===== config.mk =====
export PLATFORM = sky130hd
export DESIGN_NAME = truth_table_sweeper
export DESIGN_NICKNAME = d
export VERILOG_FILES = /design/src/rtl/truth_table_sweeper.sv
export SDC_FILE = /design/constraint.sdc
export NUM_CORES = 1
export LEC_CHECK = 0
export BUFFER_PORTS_ARGS = -buffer_cell sky130_fd_sc_hd__buf_2
export CELL_PAD_IN_SITES_DETAIL_PLACEMENT = 1
export CELL_PAD_IN_SITES_GLOBAL_PLACEMENT = 1
export CORE_MARGIN = 2
export CORE_UTILIZATION = 36
export CTS_CLUSTER_DIAMETER = 100
export CTS_CLUSTER_SIZE = 10
export DETAILED_ROUTE_END_ITERATION = 10
export PLACE_DENSITY = 0.78
export SLEW_MARGIN = 0
export SYNTH_ARGS = -nofsm -noshare
export SYNTH_HDL_FRONTEND = slang
export SYNTH_SLANG_ARGS = --single-unit

===== constraint.sdc =====
create_clock -name clk -period 2.9 [get_ports clk]
set_clock_uncertainty 0.1 [all_clocks]
set_input_delay 0.435 -clock clk [delete_from_list [all_inputs] [get_ports clk]]
set_output_delay 0.435 -clock clk [all_outputs]
set_load 0.02 [all_outputs]

===== src/rtl/truth_table_sweeper.sv =====
// Exhaustive truth-table sweeper: drives vectors 0..2^N_IN-1, folds DUT outputs into a MISR, flags pass/fail.
// Each vector takes SETTLE+2 cycles and done follows the last SAMPLE by one cycle; there is no backpressure and abort ends a sweep.
module truth_table_sweeper #(
  parameter int              N_IN   = 3,
  parameter int              N_OUT  = 6,
  parameter int              SETTLE = 1,
  parameter int              SIG_W  = 16,
  parameter logic [SIG_W-1:0] POLY  = 16'h1021,
  parameter logic [SIG_W-1:0] SEED  = '0
) (
  input  logic             clk,
  input  logic             rst,
  input  logic             start,
  input  logic             abort,
  input  logic [SIG_W-1:0] expected_sig,
  output logic [N_IN-1:0]  dut_in,
  input  logic [N_OUT-1:0] dut_out,
  output logic [N_IN-1:0]  vec_idx,
  output logic             busy,
  output logic             done,
  output logic             pass,
  output logic [SIG_W-1:0] signature
);

  typedef enum logic [2:0] {
    S_IDLE,
    S_APPLY,
    S_WAIT,
    S_SAMPLE,
    S_FINISH
  } state_t;

  localparam logic [N_IN-1:0] LAST_VEC  = '1;
  localparam logic [7:0]      WAIT_INIT = (SETTLE > 0) ? 8'(SETTLE - 1) : 8'd0;

  state_t           state_q;
  logic [N_IN-1:0]  vec_q;
  logic [7:0]       wait_q;
  logic             busy_q;
  logic             done_q;
  logic             pass_q;
  logic [SIG_W-1:0] sig_q;
  logic [SIG_W-1:0] sig_d;
  logic [SIG_W-1:0] exp_q;

  // Next MISR value if the current dut_out were folded in this cycle.
  always_comb begin
    sig_d = {sig_q[SIG_W-2:0], 1'b0} ^ (sig_q[SIG_W-1] ? POLY : '0) ^ SIG_W'(dut_out);
  end

  always_ff @(posedge clk) begin
    if (rst) begin
      state_q <= S_IDLE;
      vec_q   <= '0;
      wait_q  <= '0;
      busy_q  <= 1'b0;
      done_q  <= 1'b0;
      pass_q  <= 1'b0;
      sig_q   <= SEED;
      exp_q   <= '0;
    end else begin
      done_q <= 1'b0;
      // busy_q tracks APPLY/WAIT/SAMPLE exactly, so abort outranks the SAMPLE->FINISH step.
      if (abort && busy_q) begin
        state_q <= S_IDLE;
        busy_q  <= 1'b0;
        pass_q  <= 1'b0;
      end else begin
        case (state_q)
          S_IDLE: begin
            if (start) begin
              exp_q   <= expected_sig;
              sig_q   <= SEED;
              vec_q   <= '0;
              pass_q  <= 1'b0;
              busy_q  <= 1'b1;
              state_q <= S_APPLY;
            end
          end
          S_APPLY: begin
            if (SETTLE == 0) begin
              state_q <= S_SAMPLE;
            end else begin
              wait_q  <= WAIT_INIT;
              state_q <= S_WAIT;
            end
          end
          S_WAIT: begin
            if (wait_q == 8'd0) begin
              state_q <= S_SAMPLE;
            end else begin
              wait_q <= wait_q - 8'd1;
            end
          end
          S_SAMPLE: begin
            sig_q <= sig_d;
            if (vec_q == LAST_VEC) begin
              busy_q  <= 1'b0;
              done_q  <= 1'b1;
              pass_q  <= (sig_d == exp_q);
              state_q <= S_FINISH;
            end else begin
              vec_q   <= vec_q + 1'b1;
              state_q <= S_APPLY;
            end
          end
          S_FINISH: begin
            state_q <= S_IDLE;
          end
          default: begin
            state_q <= S_IDLE;
          end
        endcase
      end
    end
  end

  assign dut_in    = vec_q;
  assign vec_idx   = vec_q;
  assign busy      = busy_q;
  assign done      = done_q;
  assign pass      = pass_q;
  assign signature = sig_q;

endmodule


==> key figures <==
Worst setup path
  – Crit Path Category: reg2reg
  – RR Startpoint: state_q[0]$_SDFFE_PP0P_
  – Worst reg2reg path depth: 4
  – CP max stage cell: nor2_1
  – Worst R2R End: exp_q[11]$_SDFFE_PP0P_
  – Worst path bufs/invs: 0
  – Crit path required time: ~3 ns
  – CP Max Fanout: 16
  – FF-to-FF setup slack: around 0.72 ns
  – Startpoint type of the worst setup path: register
  – Critical Path Max Stage Delay: ~0.76 ns
  – Critical path, cell by cell: or3b_1, nor2_1, nand2_1, a21oi_1
  – Element type at the critical path end: register
  – CP top delay family: simple AND/OR/NAND/NOR gates
  – Data arrival, critical path: roughly 2.3 ns

Pwr
  – Pwr dens: 728 nW/um2
  – Leakage: 1.10 nW
  – Max VDD drop: between 300 and 400 uV

Synthesis
  – Ys flop type: dfxtp_1
  – Yosys reg bits: approximately 50
  – Sequential area share after synthesis: 42.3%
  – Post-synth net total: 301
  – Synthesized netlist cell count: around 270
  – Asr flop ratio synth: 0%
  – Synth unique cells: between 40 and 50
  – Synth warn: 0
  – Post-synth EDFFs: 0
  – Mean Syn Cell Area: 8.56 um2
  – Netlist Area Pre-Place: 2320 um2

Drt
  – DR vias: around 2.0k
  – Drt drc: 0
  – Initial DRC count: slightly below 60
  – Detail Route Antenna Nets: 0
  – Final wirelength: a little under 6000 um
  – DRT Pass-1 Iters: 4
  – Vias per cell: roughly 5.2
  – WL per Instance: 15.0 um

STA
  – Highest Clock Rate: 459 MHz
  – RSZ-0062 raised after global routing: no
  – Slew Limit Fails: 0
  – Hold Vio Cnt, Final: 0
  – Final hold slack: 0.269 ns
  – Rel. slew slack: 20.7%
  – Crit share post-route: between 70% and 80%
  – Setup Viol. Count Final: 0
  – Worst Tran Pin Value: between 1 and 1.5 ns
  – Setup ws final: between 0.7 and 0.8 ns
  – Min Tclk post-route: 2.18 ns
  – Setup tns final: 0 ns

Hold path
  – Hold EP: exp_q[14]$_SDFFE_PP0P_
  – Cells on Worst Hold Path: 3
  – Worst hold path class: in2reg
  – Hold wc startpoint: expected_sig[14]

Place
  – Post-DP HPWL: around 4400 um
  – Placement Setup Slack: ~0.64 ns
  – Final GP Congestion: roughly 0.75
  – PortBufs: 50
  – Placed instance area: approximately 2600 um2

Global route
  – Number of global-route vias before repair: ~2.0k
  – Antenna violations before repair: 0
  – Largest net degree at the start of global routing: 41
  – GR Overflow Total: 0
  – Global-route wire length before repair: just under 10000 um
  – Total global-route track usage: 17.1%

Finish
  – Ratio of cells with drive above 1 in the final layout: about a fifth
  – Final Instance Area: 2700 um2
  – Nets: about 350
  – Fillcell total: between 700 and 800
  – Area Overhead vs Synth: 16.3%
  – Antenna Cells: 0

Floorplan
  – Site Rows: 29
  – Die ar.: approximately 7100 um2
  – Die W: roughly 84 um
  – IO Count: just over 50
  – Chip Height: between 80 and 90 um
  – Starting Density: a little under two fifths
  – Core Region: roughly 6300 um2

Clock tree
  – Clock buffer depth: 2
  – Worst-path clk slew: 0.09 ns
  – Post-CTS Hold Buffers: 0
  – Clock Latency Late Sink: slightly below 0.3 ns
  – # Post-CTS Setup Buffers: 0
  – Root buf cell: clkbuf_8
  – H-tree lvl count: 2
  – Number of CTS-inserted buffers: 5
  – CTS Sinks: 49
  – CTS resizes: 0
  – CTS tree: done

Job
  – Max cap viols: 0

Status
  – Status: completed
-- flip-flops by register name, summed over array words and instances (netlist names) --
name       cells
dut_in         3
done           1
pass           1
exp_q         16
signature     16
state_q        3
busy           1
wait_q         8
-- placed cells by master (no fill, tap or decap), types with 2 or more instances in the layout --
master / count
a22oi_1: 3
nor4_1: 7
nand2b_1: 2
o211ai_1: 2
clkbuf_8: 5
xor2_1: 4
xnor2_1: 18
a21o_1: 3
inv_1: 3
buf_2: 50
buf_4: 3
nand3_1: 12
dfxtp_1: 49
o21ai_0: 4
or3_1: 5
xnor3_1: 4
a21oi_1: 40
ha_1: 4
nand4_1: 3
or4_2: 2
nor3b_1: 2
nand2_1: 46
nand4b_1: 2
or4_1: 4
o31ai_1: 4
and3_1: 2
nor2_1: 16
clkbuf_1: 3
-- cell usage after synthesis (all sizes together), types with 2 or more instances --
master | number | area share [%]
dfxtp | 49 | 42
o211ai | 2 | 0.65
clkbuf | 9 | 1.5
and3 | 2 | 0.54
nor3b | 2 | 0.65
or3 | 5 | 1.3
xnor2 | 18 | 6.8
nand2b | 2 | 0.54
inv | 3 | 0.49
xor2 | 4 | 1.5
ha | 4 | 2.2
nand4b | 2 | 0.76
buf | 6 | 1.6
o21ai | 5 | 1.1
nand4 | 3 | 0.81
or4 | 6 | 2.1
a21o | 3 | 0.97
nand2 | 46 | 7.4
nor2 | 16 | 2.6
nor4 | 7 | 1.9
xnor3 | 4 | 3.9
a21oi | 41 | 9.0
nand3 | 12 | 2.6
a22oi | 3 | 0.97
o31ai | 4 | 1.3
-- report_power, final --
group	switching [W]	total [W]	leakage, nW	internal, W
sequential	0.000104	0.000873	0.398	0.000769
combinational	0.000406	0.000701	0.659	0.000295
clock	0.000218	0.000390	0.0395	0.000172
total	0.000727	0.00196	1.10	0.00124
-- how the worst max path moves through the flow --
stage                       startpoint                      to  slack [ns]  cells after the start
3_3_place_gp                     abort  wait_q[4]$_SDFFE_PP0P_        0.71                      5
2_1_floorplan   dut_in[0]$_SDFFE_PP0P_       pass$_SDFFE_PP0P_        0.85                      6
5_1_grt        state_q[0]$_SDFFE_PP0P_   exp_q[3]$_SDFFE_PP0P_        0.46                      4
4_1_cts        state_q[0]$_SDFFE_PP0P_   exp_q[0]$_SDFFE_PP0P_        0.69                      4
6_report       state_q[0]$_SDFFE_PP0P_  exp_q[11]$_SDFFE_PP0P_        0.72                      4
3_5_place_dp                     abort  wait_q[4]$_SDFFE_PP0P_        0.64                      5
-- metrics by stage --
stage | power (W) | utilization, % | instances
6_report | 0.00196 | 43.0 | 394
5_1_grt | 0.00212 | 43.0 | 394
4_1_cts | 0.00198 | 43.0 | 394
3_5_place_dp | 0.00159 | 41.7 | 386
3_3_place_gp | 0.00156 | 41.7 | 386
2_1_floorplan | 0.00142 | - | 271
-- cell type report --
cell class / instances / area (um2) / area share [%]
multi-input combinational: 204 / 1250 / 46.5
timing repair buffer: 53 / 273 / 10.1
clock buffer: 8 / 80.1 / 2.97
tap: 77 / 96.3 / 3.57
inverter: 3 / 11.3 / 0.418
sequential: 49 / 981 / 36.4
-- logic make-up (layout without fill, tap and decap cells) --
kind of cell	Yosys count	after routing	share of synthesized area (%)
multiplexers	1	1	0.432
adder cells (fa/ha/maj)	4	4	2.16
AO/OA/AOI/OAI	63	63	15.9
XOR/XNOR	26	26	12.2
flip-flops	49	49	42.3
buffers and inverters	18	64	3.56
AND/OR/NAND/NOR	110	110	23.4
-- routing by layer --
metal  vias to the layer above  GRT usage (%)  wire, um
met3                         4           3.44       227
met2                        35           29.9      2920
met5                         -              0         0
met1                       968           22.0      2730
li1                       1039              -         -
met4                         0           3.37        31
-- worst min-delay path, cell delays in order --
cell	delay [ns]
buf_2	0.09
nand2_1	0.04
a21oi_1	0.05
No activity file was read; power rests on OpenSTA's default activity.
